<file path="src/rtl/jtag_tap_pkg.sv">
// Shared types and constants for the JTAG TAP controller.
// State encoding follows the conventional 1149.1 4-bit assignment.
package jtag_tap_pkg;

  typedef enum logic [3:0] {
    EX2_DR = 4'h0,
    EX1_DR = 4'h1,
    SH_DR  = 4'h2,
    PA_DR  = 4'h3,
    SEL_IR = 4'h4,
    UPD_DR = 4'h5,
    CAP_DR = 4'h6,
    SEL_DR = 4'h7,
    EX2_IR = 4'h8,
    EX1_IR = 4'h9,
    SH_IR  = 4'hA,
    PA_IR  = 4'hB,
    RTI    = 4'hC,
    UPD_IR = 4'hD,
    CAP_IR = 4'hE,
    TLR    = 4'hF
  } tap_state_t;

  typedef enum logic [1:0] {
    DR_BYPASS = 2'd0,
    DR_IDCODE = 2'd1,
    DR_USER   = 2'd2
  } dr_sel_t;

  localparam logic [1:0] IR_CAPTURE = 2'b01;
  localparam int         IDCODE_LEN = 32;

  // All-ones opcode for an instruction register of the given width.
  function automatic logic [31:0] bypass_op(input int ir_length);
    if (ir_length >= 32) return '1;
    return (32'd1 << ir_length) - 32'd1;
  endfunction

endpackage

</file>
<file path="src/rtl/jtag_tap_fsm.sv">
// 1149.1 TAP state machine: TMS next-state logic, state register and
// the DR strobes decoded purely from the state register.
//
// state  | meaning
// TLR    | test-logic-reset, instruction forced to IDCODE
// RTI    | run-test/idle
// SEL_DR | select DR scan
// CAP_DR | capture into selected DR
// SH_DR  | shift selected DR
// EX1_DR | exit1 DR
// PA_DR  | pause DR, shift registers hold
// EX2_DR | exit2 DR
// UPD_DR | update DR
// SEL_IR | select IR scan
// CAP_IR | capture 0..01 into IR shift register
// SH_IR  | shift IR
// EX1_IR | exit1 IR
// PA_IR  | pause IR, shift registers hold
// EX2_IR | exit2 IR
// UPD_IR | shifted IR becomes the current instruction
module jtag_tap_fsm
  import jtag_tap_pkg::*;
(
  input  logic       tck,
  input  logic       trst_n,
  input  logic       tms,
  output tap_state_t state,
  output tap_state_t state_nxt,
  output logic       capture,
  output logic       shift,
  output logic       update,
  output logic       reset
);

  always_comb begin
    state_nxt = state;
    case (state)
      TLR:     state_nxt = tms ? TLR    : RTI;
      RTI:     state_nxt = tms ? SEL_DR : RTI;
      SEL_DR:  state_nxt = tms ? SEL_IR : CAP_DR;
      CAP_DR:  state_nxt = tms ? EX1_DR : SH_DR;
      SH_DR:   state_nxt = tms ? EX1_DR : SH_DR;
      EX1_DR:  state_nxt = tms ? UPD_DR : PA_DR;
      PA_DR:   state_nxt = tms ? EX2_DR : PA_DR;
      EX2_DR:  state_nxt = tms ? UPD_DR : SH_DR;
      UPD_DR:  state_nxt = tms ? SEL_DR : RTI;
      SEL_IR:  state_nxt = tms ? TLR    : CAP_IR;
      CAP_IR:  state_nxt = tms ? EX1_IR : SH_IR;
      SH_IR:   state_nxt = tms ? EX1_IR : SH_IR;
      EX1_IR:  state_nxt = tms ? UPD_IR : PA_IR;
      PA_IR:   state_nxt = tms ? EX2_IR : PA_IR;
      EX2_IR:  state_nxt = tms ? UPD_IR : SH_IR;
      UPD_IR:  state_nxt = tms ? SEL_DR : RTI;
      default: state_nxt = TLR;
    endcase
  end

  always_ff @(posedge tck or negedge trst_n) begin
    if (!trst_n) state <= TLR;
    else         state <= state_nxt;
  end

  assign capture = (state == CAP_DR);
  assign shift   = (state == SH_DR);
  assign update  = (state == UPD_DR);
  assign reset   = (state == TLR);

endmodule

</file>
<file path="src/rtl/jtag_tap_ctrl.sv">
// JTAG TAP controller exposing a BSCAN-style user interface: holds the IR,
// the IDCODE and BYPASS data registers, and the falling-edge TDO stage.
module jtag_tap_ctrl
  import jtag_tap_pkg::*;
#(
  parameter int                   IR_LENGTH = 6,
  parameter logic [31:0]          IDCODE    = 32'h0167C093,
  parameter logic [IR_LENGTH-1:0] IDCODE_OP = 6'h09,
  parameter logic [IR_LENGTH-1:0] USER_OP   = 6'h02
)(
  input  logic tck,
  input  logic trst_n,
  input  logic tms,
  input  logic tdi,
  output logic tdo,
  output logic tdo_oe,
  input  logic tdo_user,
  output logic capture,
  output logic shift,
  output logic update,
  output logic reset,
  output logic sel,
  output logic drck_en,
  output logic tdi_user
);

  localparam logic [IR_LENGTH-1:0] BYPASS_OP   = IR_LENGTH'(bypass_op(IR_LENGTH));
  localparam logic [IR_LENGTH-1:0] IR_CAP_VAL  = IR_LENGTH'(IR_CAPTURE);

  tap_state_t state;
  tap_state_t state_nxt;

  logic [IR_LENGTH-1:0]  ir_shift;
  logic [IR_LENGTH-1:0]  ir_cur;
  logic [IDCODE_LEN-1:0] idcode_sr;
  logic                  bypass_sr;
  dr_sel_t               dr_sel;
  logic                  dr_tdo;

  jtag_tap_fsm u_fsm (
    .tck       (tck),
    .trst_n    (trst_n),
    .tms       (tms),
    .state     (state),
    .state_nxt (state_nxt),
    .capture   (capture),
    .shift     (shift),
    .update    (update),
    .reset     (reset)
  );

  // Unknown opcodes fall back to BYPASS, same as the architected all-ones.
  always_comb begin
    dr_sel = DR_BYPASS;
    if (ir_cur == IDCODE_OP)      dr_sel = DR_IDCODE;
    else if (ir_cur == USER_OP)   dr_sel = DR_USER;
    else if (ir_cur == BYPASS_OP) dr_sel = DR_BYPASS;
  end

  // Instruction is forced on the same edge that enters TLR.
  always_ff @(posedge tck or negedge trst_n) begin
    if (!trst_n) begin
      ir_shift <= '0;
      ir_cur   <= IDCODE_OP;
    end else begin
      if (state == CAP_IR)     ir_shift <= IR_CAP_VAL;
      else if (state == SH_IR) ir_shift <= {tdi, ir_shift[IR_LENGTH-1:1]};

      if (state_nxt == TLR)     ir_cur <= IDCODE_OP;
      else if (state == UPD_IR) ir_cur <= ir_shift;
    end
  end

  always_ff @(posedge tck or negedge trst_n) begin
    if (!trst_n) begin
      idcode_sr <= '0;
      bypass_sr <= 1'b0;
    end else if (state == CAP_DR) begin
      if (dr_sel == DR_IDCODE) idcode_sr <= IDCODE;
      if (dr_sel == DR_BYPASS) bypass_sr <= 1'b0;
    end else if (state == SH_DR) begin
      if (dr_sel == DR_IDCODE) idcode_sr <= {tdi, idcode_sr[IDCODE_LEN-1:1]};
      if (dr_sel == DR_BYPASS) bypass_sr <= tdi;
    end
  end

  always_comb begin
    dr_tdo = bypass_sr;
    case (dr_sel)
      DR_IDCODE: dr_tdo = idcode_sr[0];
      DR_USER:   dr_tdo = tdo_user;
      default:   dr_tdo = bypass_sr;
    endcase
  end

  // TDO holds its last bit outside the shift states; only the enable drops.
  always_ff @(negedge tck or negedge trst_n) begin
    if (!trst_n) begin
      tdo    <= 1'b0;
      tdo_oe <= 1'b0;
    end else begin
      tdo_oe <= 1'b0;
      if (state == SH_IR) begin
        tdo    <= ir_shift[0];
        tdo_oe <= 1'b1;
      end else if (state == SH_DR) begin
        tdo    <= dr_tdo;
        tdo_oe <= 1'b1;
      end
    end
  end

  assign sel      = (ir_cur == USER_OP);
  assign drck_en  = sel & (capture | shift);
  assign tdi_user = tdi;

endmodule

</file>
<file path="config.mk">
export PLATFORM = sky130hd
export DESIGN_NAME = jtag_tap_ctrl
export DESIGN_NICKNAME = d
export VERILOG_FILES = /design/src/rtl/jtag_tap_pkg.sv /design/src/rtl/jtag_tap_fsm.sv /design/src/rtl/jtag_tap_ctrl.sv
export SDC_FILE = /design/constraint.sdc
export NUM_CORES = 1
export LEC_CHECK = 0
export BUFFER_PORTS_ARGS = -buffer_cell sky130_fd_sc_hd__buf_4
export CAP_MARGIN = 25
export CORE_MARGIN = 8
export CORE_UTILIZATION = 42
export CTS_CLUSTER_SIZE = 24
export DETAILED_ROUTE_END_ITERATION = 8
export PLACE_DENSITY = 0.59
export SKIP_LAST_GASP = 1
export SYNTH_ARGS = -nofsm -noshare
export SYNTH_HDL_FRONTEND = slang
export SYNTH_SLANG_ARGS = --single-unit
</file>
<file path="constraint.sdc">
create_clock -name tck -period 2.6 [get_ports tck]
set_input_delay 0.39 -clock tck [delete_from_list [all_inputs] [get_ports tck]]
set_output_delay 0.39 -clock tck [all_outputs]
set_load 0.02 [all_outputs]
</file>
==> summary.md <==
| Metric | Value |
|---|---|
| Share of layout cells above drive strength 1 | between 20 and 30% |
| Total CTS buffers | 5 |
| Power per Cell Area | 1010 nW/µm² |
| Final Net Count | about 260 |
| Grt peak-use layer | met2 |
| R2R setup slack | -90 ps |
| Clk Latency, worst-skew pair | 290 ps |
| Chip Width | 90.4 µm |
| Global-route wire length before repair | 7470 µm |
| Die H | 90.4 µm |
| Max Slew Vio Count | 0 |
| Largest net degree at the start of global routing | 53 |
| H-tree level count | 2 |
| Critical Path AT | approximately 1500 ps |
| CTS tree | yes |
| DPL Wire Length | 2740 µm |
| Violated checks | negative setup slack |
| GR Util met1 | 13.9% |
| Final worst-path setup slack | -86.7 ps |
| Die area | approximately 8200 µm² |
| GRT overflow | 0 |
| Tot GR Track Use | a little over a tenth |
| Top FF cell, synth | dfrtp_1 |
| Clock Tree Buf Depth | 2 |
| Least-Margin Pin Slew | around 600 ps |
| RSZ-0062 raised after global routing | yes |
| Setup CP Type | reg -> reg |
| Reg-to-reg critical path endpoint | tdo |
| Vias per cell | 4.85 |
| Antenna violations before repair | 0 |
| Seq cells post-synth | just over 50 |
| R2R Path Start | ir_cur[2] |
| Initial DRC Count | 130 |
| Final Hold Viols | 0 |
| Clock-pin slew on the worst setup and hold paths | 90 ps |
| Final setup violation count | 1 |
| Run status | finished, violations left |
| Seq/Total Area, Yosys | 55.2% |
| FFs w/ async S/R, synth | 100% |
| Critical Path Source Type | flop |
| CTS root buffer | clkbuf_8 |
| Synthesized instance count | 241 |
| Vias | 1,610 |
| Yosys cell types | 31 |
| I/O pin cnt | 14 |
| Detailed-route DRC error count | 0 |
| Diode count | 0 |
| Setup crit start | ir_cur[2] |
| Yosys top cell area share | 46.3% |
| Skew final | 8.83 ps |
| Post-Syn Nets | 246 |
| Worst Path Required | 1430 ps |
| EDFF count, synth | 0 |
| Worst setup path endpoint | tdo |
| Peak supply drop | about 0.44 mV |
| Most numerous cell in the Yosys netlist | nand2_1 |
| Area Overhead vs Synth | 14.3% |
| Clock Sinks | between 50 and 60 |
| Most frequent cells after synthesis | nand2_1 (54), dfrtp_1 (43), nor2_1 (38), o21ai_2 (20), nor3_2 (10) |
| Mean post-synth cell area | 9.65 µm² |
| Synth area leaders | dfrtp_1 (46%), nand2_1 (8.7%), o21ai_2 (7.5%), dfstp_2 (6.8%), nor2_1 (6.1%) |
| Max_slew headroom | 60.0% |
| Wirelength, routed | 4120 µm |
| Yosys top cell by area | dfrtp_1 |
| IO buf count | 13 |
| Core Footprint | 5440 µm² |
| Post-layout util | between 40% and 50% |
| Vias in the first global route | 1,607 |
| TritonRoute pass-1 iters | 4 |
| Worst Hold Class | in -> reg |
| WL/cell | 12.4 µm |
| CP endpoint kind | flop |
| Routed Antenna Nets | 0 |
| Reg2reg path depth | 4 |
| GRT met2 Usage | about 17% |
| Grt met3 use | 3.74% |
| GPL Wtd Cong | between 0.7 and 0.8 |
| Starting density of the core | 42.8% |
| Ys Warns | 0 |
| Max_cap viols | 0 |
| Cell row count | 27 |
| CP Max Fanout | 5 |
| Pre-CTS setup slack | -79.1 ps |
| Post-Syn Area | around 2300 µm² |
| Leak pwr | around 1.2 nW |
| Total Power | 0.00269 W |
[how the worst min path moves through the flow]
stage	from	endpoint	slack, ps	depth (start not counted)
after global placement	trst_n	idcode_sr[18]	320	1
after CTS	tms	u_fsm.state[0]	310	2
after global routing	tms	u_fsm.state[0]	310	2
after floorplan	trst_n	bypass_sr	90	0
after detailed placement	trst_n	ir_shift[0]	320	1
final	tms	u_fsm.state[0]	320	2
[logic make-up (layout without fill, tap and decap cells)]
kind of cell / count (synthesis) / count (layout) / share of synthesized area (%)
AND/OR/NAND/NOR: 120 / 120 / 24.2
flip-flops: 51 / 51 / 55.2
buffers and inverters: 22 / 41 / 4.95
multiplexers: 5 / 5 / 2.21
AO/OA/AOI/OAI: 43 / 43 / 13.5
[layout by cell type (no fill, tap or decap), types with 2 or more instances in the layout]
| master | Yosys | layout |
|---|---|---|
| o21ai_0 | 9 | 9 |
| dfrtn_1 | 2 | 2 |
| nor3_1 | 4 | 4 |
| nor3_2 | 10 | 10 |
| nand2_1 | 54 | 54 |
| a211o_1 | 2 | 2 |
| nand3b_1 | 2 | 2 |
| o21ai_2 | 20 | 20 |
| dfrtp_1 | 43 | 43 |
| inv_1 | 4 | 4 |
| buf_4 | 1 | 26 |
| o31ai_1 | 2 | 2 |
| nor2_1 | 38 | 38 |
| a21oi_1 | 7 | 6 |
| nand3_1 | 2 | 2 |
| clkbuf_8 | 0 | 5 |
| nand2b_1 | 2 | 2 |
| clkbuf_1 | 8 | 2 |
| mux2i_1 | 4 | 4 |
| dfstp_2 | 6 | 6 |
[state kept, by name (all words and copies together), names as in the netlist]
name and flops:
tdo_oe 1, ir_cur 6, idcode_sr 32, tdo 1, u_fsm.state 4, ir_shift 6
bypass_sr 1
[metrics by stage]
stage	cell area, µm²	cells	hold slack [ps]	TNS (ps)
after floorplan	2340	241	94.4	-32.1
after global placement	2540	322	325	-55.2
after detailed placement	2540	322	320	-79.1
after CTS	2640	331	306	-80.3
after global routing	2660	332	305	-144
final	2660	332	318	-86.7
[worst max-delay path: stages (launching register included)]
cell and delay, ps:
dfrtp_1 380, or3_4 430, or2_4 240, nor2_1 80, o311ai_1 80
[final cells by class]
type	instances	area [µm²]
Clock buffer	7	76.3
Clock inverter	1	5.00
Fill cell	520	2780
Inverter	5	18.8
Multi-Input combinational cell	168	960
Sequential cell	51	1280
Tap cell	72	90.1
Timing Repair Buffer	28	225
[routing by layer]
metal,wire length (µm),vias up
li1,-,835
met2,1940,19
met5,0,-
met4,21,0
met3,153,2
met1,2010,754
[power breakdown]
| group | switching (W) | leakage [nW] | internal, W | total (W) |
|---|---|---|---|---|
| Combinational | 0.000625 | 0.496 | 0.000408 | 0.00103 |
| Sequential | 0.000148 | 0.655 | 0.00108 | 0.00123 |
| Clock | 0.000239 | 0.0422 | 0.000189 | 0.000429 |
| Total | 0.00101 | 1.19 | 0.00168 | 0.00269 |
[timing repair]
item / in CTS / in global routing
hold buffers: 1 / 0
pin swaps: 2 / 3
gates resized for setup: 1 / 2
endpoints found under the setup margin: 1 / 1
buffers inserted: 0 / 1
hold endpoints to repair: 19 / 0
(Power assumes the default switching activity.)
